$ cat config.mk
export PLATFORM = sky130hd
export DESIGN_NAME = pipelined_adder_sub
export DESIGN_NICKNAME = d
export VERILOG_FILES = /design/src/rtl/adder_pipe_pkg.sv /design/src/rtl/adder_segment.sv /design/src/rtl/pipelined_adder_sub.sv
export SDC_FILE = /design/constraint.sdc
export NUM_CORES = 1
export LEC_CHECK = 0
export CORE_MARGIN = 3
export CORE_UTILIZATION = 55
export CTS_CLUSTER_SIZE = 40
export DETAILED_ROUTE_END_ITERATION = 8
export GPL_ROUTABILITY_DRIVEN = 0
export PLACE_DENSITY = 0.85
export SETUP_SLACK_MARGIN = 0.5
export SLEW_MARGIN = 0
export SYNTH_ARGS = -nofsm -noshare
export SYNTH_HDL_FRONTEND = slang
export SYNTH_SLANG_ARGS = --single-unit
export TNS_END_PERCENT = 100
$ cat constraint.sdc
create_clock -name clk -period 10.57 [get_ports clk]
set_clock_uncertainty 0.15 [all_clocks]
set_input_delay 2.114 -clock clk [delete_from_list [all_inputs] [get_ports clk]]
set_output_delay 2.114 -clock clk [all_outputs]
set_load 0.05 [all_outputs]
$ cat src/rtl/adder_pipe_pkg.sv
// Shared types and segment-sizing helper for the carry-segmented adder pipeline.
package adder_pipe_pkg;

  typedef enum logic {
    OP_ADD = 1'b0,
    OP_SUB = 1'b1
  } op_mode_e;

  // Low segments are floor(width/stages) bits; the top segment absorbs the remainder.
  function automatic int seg_width(input int idx, input int width, input int stages);
    int seg;
    seg = width / stages;
    return (idx < stages - 1) ? seg : width - (stages - 1) * seg;
  endfunction

endpackage

$ cat src/rtl/adder_segment.sv
// One carry-chain slot: adds a W-bit operand slice with the incoming carry and
// registers the partial sum, carry-out and valid bit when the slot is loaded.
module adder_segment #(
  parameter int W          = 1,
  parameter bit RESET_DATA = 1'b0
) (
  input  logic         clk,
  input  logic         reset,
  input  logic         en,
  input  logic         valid_in,
  input  logic         cin,
  input  logic [W-1:0] a,
  input  logic [W-1:0] b,
  output logic [W-1:0] sum,
  output logic         cout,
  output logic         valid
);

  logic [W:0] total;

  assign total = {1'b0, a} + {1'b0, b} + {{W{1'b0}}, cin};

  // NOTE: state is written with <= so every flop samples pre-edge values,
  // independent of the order the simulator runs these blocks.
  always_ff @(posedge clk) begin
    if (reset)   valid <= 1'b0;
    else if (en) valid <= valid_in;
  end

  // NOTE: only the output slot clears its data on reset; interior data flops
  // are qualified by valid, so resetting them would only cost reset fan-out.
  always_ff @(posedge clk) begin
    if (RESET_DATA && reset) {cout, sum} <= '0;
    else if (en)             {cout, sum} <= total;
  end

endmodule

$ cat src/rtl/pipelined_adder_sub.sv
// Carry-segmented pipelined add/sub with valid/ready backpressure.
// Define ADDER_OVF_EN to add the registered signed-overflow output.
module pipelined_adder_sub
  import adder_pipe_pkg::*;
#(
  parameter int WIDTH  = 56,
  parameter int STAGES = 4
) (
  input  logic             clk,
  input  logic             reset,
  input  logic             in_valid,
  output logic             in_ready,
  input  logic [WIDTH-1:0] a,
  input  logic [WIDTH-1:0] b,
  input  logic             sub,
  output logic             out_valid,
  input  logic             out_ready,
  output logic [WIDTH:0]   sum
`ifdef ADDER_OVF_EN
  ,
  output logic             overflow
`endif
);

  localparam int SEG      = WIDTH / STAGES;
  localparam int LAST_SEG = seg_width(STAGES - 1, WIDTH, STAGES);

  logic [STAGES:0] vld, free, adv;
  op_mode_e        mode;
  logic [WIDTH-1:0] s0_a, s0_b;
  logic             s0_c, s0_v;

  assign mode = op_mode_e'(sub);

  // A slot is free to load when it is empty or its content moves on this cycle.
  always_comb begin
    // NOTE: defaults first so no path leaves a bit unassigned and infers a latch.
    adv          = '0;
    free         = '0;
    adv[STAGES]  = vld[STAGES] & out_ready;
    free[STAGES] = !vld[STAGES] | adv[STAGES];
    for (int k = STAGES - 1; k >= 0; k--) begin
      adv[k]  = vld[k] & free[k+1];
      free[k] = !vld[k] | adv[k];
    end
  end

  assign in_ready = free[0];
  assign vld[0]   = s0_v;

  always_ff @(posedge clk) begin
    if (reset)        s0_v <= 1'b0;
    else if (free[0]) s0_v <= in_valid;
  end

  always_ff @(posedge clk) begin
    if (free[0]) begin
      s0_a <= a;
      s0_b <= (mode == OP_SUB) ? ~b : b;
      s0_c <= (mode == OP_SUB);
    end
  end

  for (genvar k = 1; k <= STAGES; k++) begin : g_seg
    localparam int LO     = (k - 1) * SEG;
    localparam int W      = (k == STAGES) ? LAST_SEG : SEG;
    localparam int REM_IN = WIDTH - LO;

    logic [REM_IN-1:0] a_in, b_in;
    logic              c_in, c_out;
    logic [W-1:0]      seg_sum;
    logic [LO+W-1:0]   done;

    adder_segment #(.W(W), .RESET_DATA(k == STAGES)) u_seg (
      .clk      (clk),
      .reset    (reset),
      .en       (free[k]),
      .valid_in (vld[k-1]),
      .cin      (c_in),
      .a        (a_in[W-1:0]),
      .b        (b_in[W-1:0]),
      .sum      (seg_sum),
      .cout     (c_out),
      .valid    (vld[k])
    );

    if (k == 1) begin : g_first
      assign a_in = s0_a;
      assign b_in = s0_b;
      assign c_in = s0_c;
      assign done = seg_sum;
    end else begin : g_next
      logic [LO-1:0] lo_q;
      assign a_in = g_seg[k-1].g_fwd.a_q;
      assign b_in = g_seg[k-1].g_fwd.b_q;
      assign c_in = g_seg[k-1].c_out;
      assign done = {seg_sum, lo_q};
      always_ff @(posedge clk) begin
        if (k == STAGES && reset) lo_q <= '0;
        else if (free[k])         lo_q <= g_seg[k-1].done;
      end
    end

    // Operand bits above this segment ride along for later slots.
    if (k < STAGES) begin : g_fwd
      logic [REM_IN-W-1:0] a_q, b_q;
      always_ff @(posedge clk) begin
        if (free[k]) begin
          a_q <= a_in[REM_IN-1:W];
          b_q <= b_in[REM_IN-1:W];
        end
      end
    end
  end

  assign out_valid = vld[STAGES];
  assign sum       = {g_seg[STAGES].c_out, g_seg[STAGES].done};

`ifdef ADDER_OVF_EN
  logic a_msb_q, b_msb_q;

  always_ff @(posedge clk) begin
    if (reset) begin
      a_msb_q <= 1'b0;
      b_msb_q <= 1'b0;
    end else if (free[STAGES]) begin
      a_msb_q <= g_seg[STAGES].a_in[LAST_SEG-1];
      b_msb_q <= g_seg[STAGES].b_in[LAST_SEG-1];
    end
  end

  assign overflow = (a_msb_q == b_msb_q) & (sum[WIDTH-1] != a_msb_q);
`endif

endmodule
==> reports/metrics.yaml <==
synth_edf_count: 368
yosysWarnings: 0
internal_power_mw: 3.21
place.detailed.instances: 1549
crit_buf_inv: 3
syn_avg_cell_area_um2: 16.0
yosys_most_used_dff: "sky130_fd_sc_hd__edfxtp_1"
critical-path-max-stage-delay_ns: 0.94
critical_path_arrival_ns: 4.90
setup_viol: 0
final_nets: 1386
synth_top_cell_by_area: "sky130_fd_sc_hd__edfxtp_1"
syn_to_final_growth_pct: 22.2
htreeDepth: 2
postSynthCellCount: 1011
hold-path-cell-count: 0
maxCapViolations: 0
placeableCoreArea_um2: 28800
grt_pass1_vias: 8503
grt_first_pass_wirelength_um: 41800
timing.critical_path.cells: "clkdlybuf4s50_1 -> nor2b_4 -> buf_4 -> nand4_1 -> or2_4 -> clkdlybuf4s50_1"
vias_per_cell: 5.14
finalInstanceArea_um2: 19700
critical_path.most_common_cell: "sky130_fd_sc_hd__clkdlybuf4s50_1"
numCtsBuffers: 42
timing.hold.worst.class: "register to register"
post_cts_hold_buffer_count: 0
dr.first_iter.drc_count: 562
critPathRequiredTime_ns: 8.31
fp.dieH_um: 177
max_slew.worst_pin.slew_ns: 0.947
power.switching_mw: 1.02
yosysMostFrequentCell: "sky130_fd_sc_hd__edfxtp_1"
cts.sinks: 430
cp.depth: 6
worst_slew_margin_rel: 0.369
totalWireLength_um: 26200
floorplan.initialDensity: 0.561
ffs_latches_synth: 430
timing.critical_path.to_type: "output pin"
final.hold.worst_slack_ns: 0.265
sequential_fraction_of_the_synthesis_area: 0.762
share_seq_of_total_power: 0.517
grt_start_max_net_pins: 72
grt_antenna_before_repair: 1
crit_path_category: "input port to output pin"
power_mw: 4.24
post-route-util: 0.685
cts_root_buf: "sky130_fd_sc_hd__clkbuf_16"
design.die.area_um2: 31400
clkPwrFrac: 0.343
outcome: "finished clean"
share_of_layout_cells_above_drive_strength_1: 0.0709
critical_path.max_fanout: 59
slew_viol_final: 0
cts.reportedPaths.clkPinSlew_ns: 0.06
post_layout_nonfiller_instances: 1627
syn_nets: 1188
vias: 8368
power.ir.vdd_worst_mv: 0.152
routedWlPerCell_um: 16.1
post-route-period-util: 0.678
p_sw_frac: 0.242
filler_cell_count: 1884
top_post_synthesis_cells_by_count: "368 x sky130_fd_sc_hd__edfxtp_1, 108 x sky130_fd_sc_hd__nand2_1, 82 x sky130_fd_sc_hd__a21oi_1"
p_leak_nw: 7.56
crit_path_start_kind: "input port"
cts.repair_timing.setup_buffer_count: 0
grt.overflow.total: 0
cts_repair_resize_count: 0
worst_skew_pair.late_latency_ns: 0.53
power.combinational.fraction: 0.139
drtPass1Iterations: 5
top_cells_by_area_synth: "sky130_fd_sc_hd__edfxtp_1 68%, sky130_fd_sc_hd__dfxtp_1 7.7%, sky130_fd_sc_hd__ha_1 4.0%"
critPathTopFamily: "buffers and inverters"
dpl-instance-area_um2: 18300
setup_slack_ns: 3.40
rsz0062_at_grt: "false"
setup_slack_after_placement_ns: 3.38
fmax_mhz: 140
synth_async_sr_flop_share: 0
multi_input_combinational_cell_area_um2: 3680
drt.antenna.violating_nets: 0
r2r_cells: 5
synth.cell_area_um2: 16100
place.port_buffers: 175
post-route-drc-count: 0
die_w_um: 177
synth_cell_types: 50
hold_viol_final: 0
slowest_stage: "sky130_fd_sc_hd__clkdlybuf4s50_1"
io_pins: 176
post-route-min-period_ns: 7.17
power_density_over_the_cells_nw_per_um2: 215
floorplan.rows: 62
yosysTopAreaCellShare: 0.685
ff_latch_area_um2: 12300
place.detailed.hpwl_um: 17000
grt_use_total: 0.168
clock_tree_from_tritoncts: "built"
ctsLongestPathBuffers: 3
finalSetupTns_ns: 0
[flip-flops by register name (all words and copies together) (netlist names)]
| signal | flops |
|---|---|
| g_seg.u_seg.sum | 56 |
| g_seg.c_in | 1 |
| g_seg.b_in | 56 |
| g_seg.a_in | 56 |
| g_seg.g_fwd.b_q | 84 |
| g_seg.u_seg.valid | 4 |
| s0_v | 1 |
| g_seg.g_next.lo_q | 84 |
| g_seg.g_fwd.a_q | 84 |
| g_seg.u_seg.cout | 4 |
[worst reg2reg max path: cells and delay by family (launching register included)]
family	cells	cell delay, ns
buf+inv	2	1.09
simple gates	3	1.05
flops	1	0.33
[final cells by class]
class / count / share of cell area
sequential: 430 / 0.624
clock buffer: 49 / 0.0562
antenna: 1 / 0.000127
timing repair buffer: 182 / 0.0912
multi-input combinational: 531 / 0.187
clock inverter: 28 / 0.0137
inverter: 22 / 0.00419
tap: 384 / 0.0244
[power groups by stage]
| stage | combinational [mW] | sequential, mW | clock, mW |
|---|---|---|---|
| after floorplan | 0.256 | 2.35 | 0 |
| after global placement | 0.570 | 2.21 | 0 |
| after detailed placement | 0.588 | 2.23 | 0 |
| after CTS | 0.593 | 2.19 | 1.49 |
| after global routing | 0.641 | 2.21 | 1.56 |
| final | 0.591 | 2.19 | 1.46 |
[cells in the final DEF (no fill, tap or decap), types with 3 or more instances in the layout]
cell type | Yosys | final
sky130_fd_sc_hd__o21bai_1 | 5 | 5
sky130_fd_sc_hd__xnor2_1 | 27 | 27
sky130_fd_sc_hd__ha_1 | 52 | 52
sky130_fd_sc_hd__clkinv_1 | 0 | 7
sky130_fd_sc_hd__a211oi_1 | 14 | 14
sky130_fd_sc_hd__fa_1 | 8 | 8
sky130_fd_sc_hd__a21oi_1 | 82 | 82
sky130_fd_sc_hd__nand2b_1 | 9 | 8
sky130_fd_sc_hd__nor2b_4 | 2 | 3
sky130_fd_sc_hd__nor2_1 | 35 | 35
sky130_fd_sc_hd__o21ai_0 | 29 | 29
sky130_fd_sc_hd__a21boi_0 | 4 | 4
sky130_fd_sc_hd__o31ai_1 | 4 | 4
sky130_fd_sc_hd__clkdlybuf4s50_1 | 0 | 173
sky130_fd_sc_hd__xor2_1 | 69 | 69
sky130_fd_sc_hd__inv_1 | 22 | 22
sky130_fd_sc_hd__edfxtp_1 | 368 | 368
sky130_fd_sc_hd__o21a_1 | 10 | 10
sky130_fd_sc_hd__bufinv_16 | 0 | 4
sky130_fd_sc_hd__a31oi_1 | 6 | 6
sky130_fd_sc_hd__clkbuf_1 | 20 | 4
sky130_fd_sc_hd__nand3_1 | 6 | 5
sky130_fd_sc_hd__buf_4 | 1 | 8
sky130_fd_sc_hd__o21ai_1 | 3 | 3
sky130_fd_sc_hd__clkbuf_8 | 0 | 3
sky130_fd_sc_hd__nand2_1 | 108 | 107
sky130_fd_sc_hd__a21o_1 | 20 | 20
sky130_fd_sc_hd__nor3_1 | 6 | 6
sky130_fd_sc_hd__nand4_1 | 3 | 3
sky130_fd_sc_hd__clkbuf_16 | 0 | 42
sky130_fd_sc_hd__dfxtp_1 | 62 | 62
sky130_fd_sc_hd__clkinv_2 | 0 | 8
sky130_fd_sc_hd__inv_6 | 0 | 4
[logic make-up after synthesis]
logic type / count (synthesis) / share of synthesized area
simple gates: 182 / 0.0490
buf+inv: 50 / 0.0122
xor+xnor: 96 / 0.0521
flops: 430 / 0.762
fa+ha+maj: 60 / 0.0503
compound gates: 193 / 0.0745
[metal layers]
metal / vias up / GRT usage / routed length (µm)
li1: 4129 / - / -
met1: 3973 / 0.197 / 10200
met2: 226 / 0.309 / 14100
met3: 40 / 0.0373 / 1380
met4: 0 / 0.0510 / 525
met5: - / 0 / 0
[path summary, 6_finish.rpt]
check | slack [ns] | from | to
setup / recovery | 3.40 | out_ready | in_ready
hold / removal | 0.27 | g_seg[1].u_seg.sum[6] | g_seg[2].g_next.lo_q[6]
setup reg to reg | 7.57 | g_seg[4].u_seg.valid | g_seg[1].a_in[27]
hold reg to reg | 0.27 | g_seg[1].u_seg.sum[6] | g_seg[2].g_next.lo_q[6]
No activity file was read; power rests on OpenSTA's default activity.
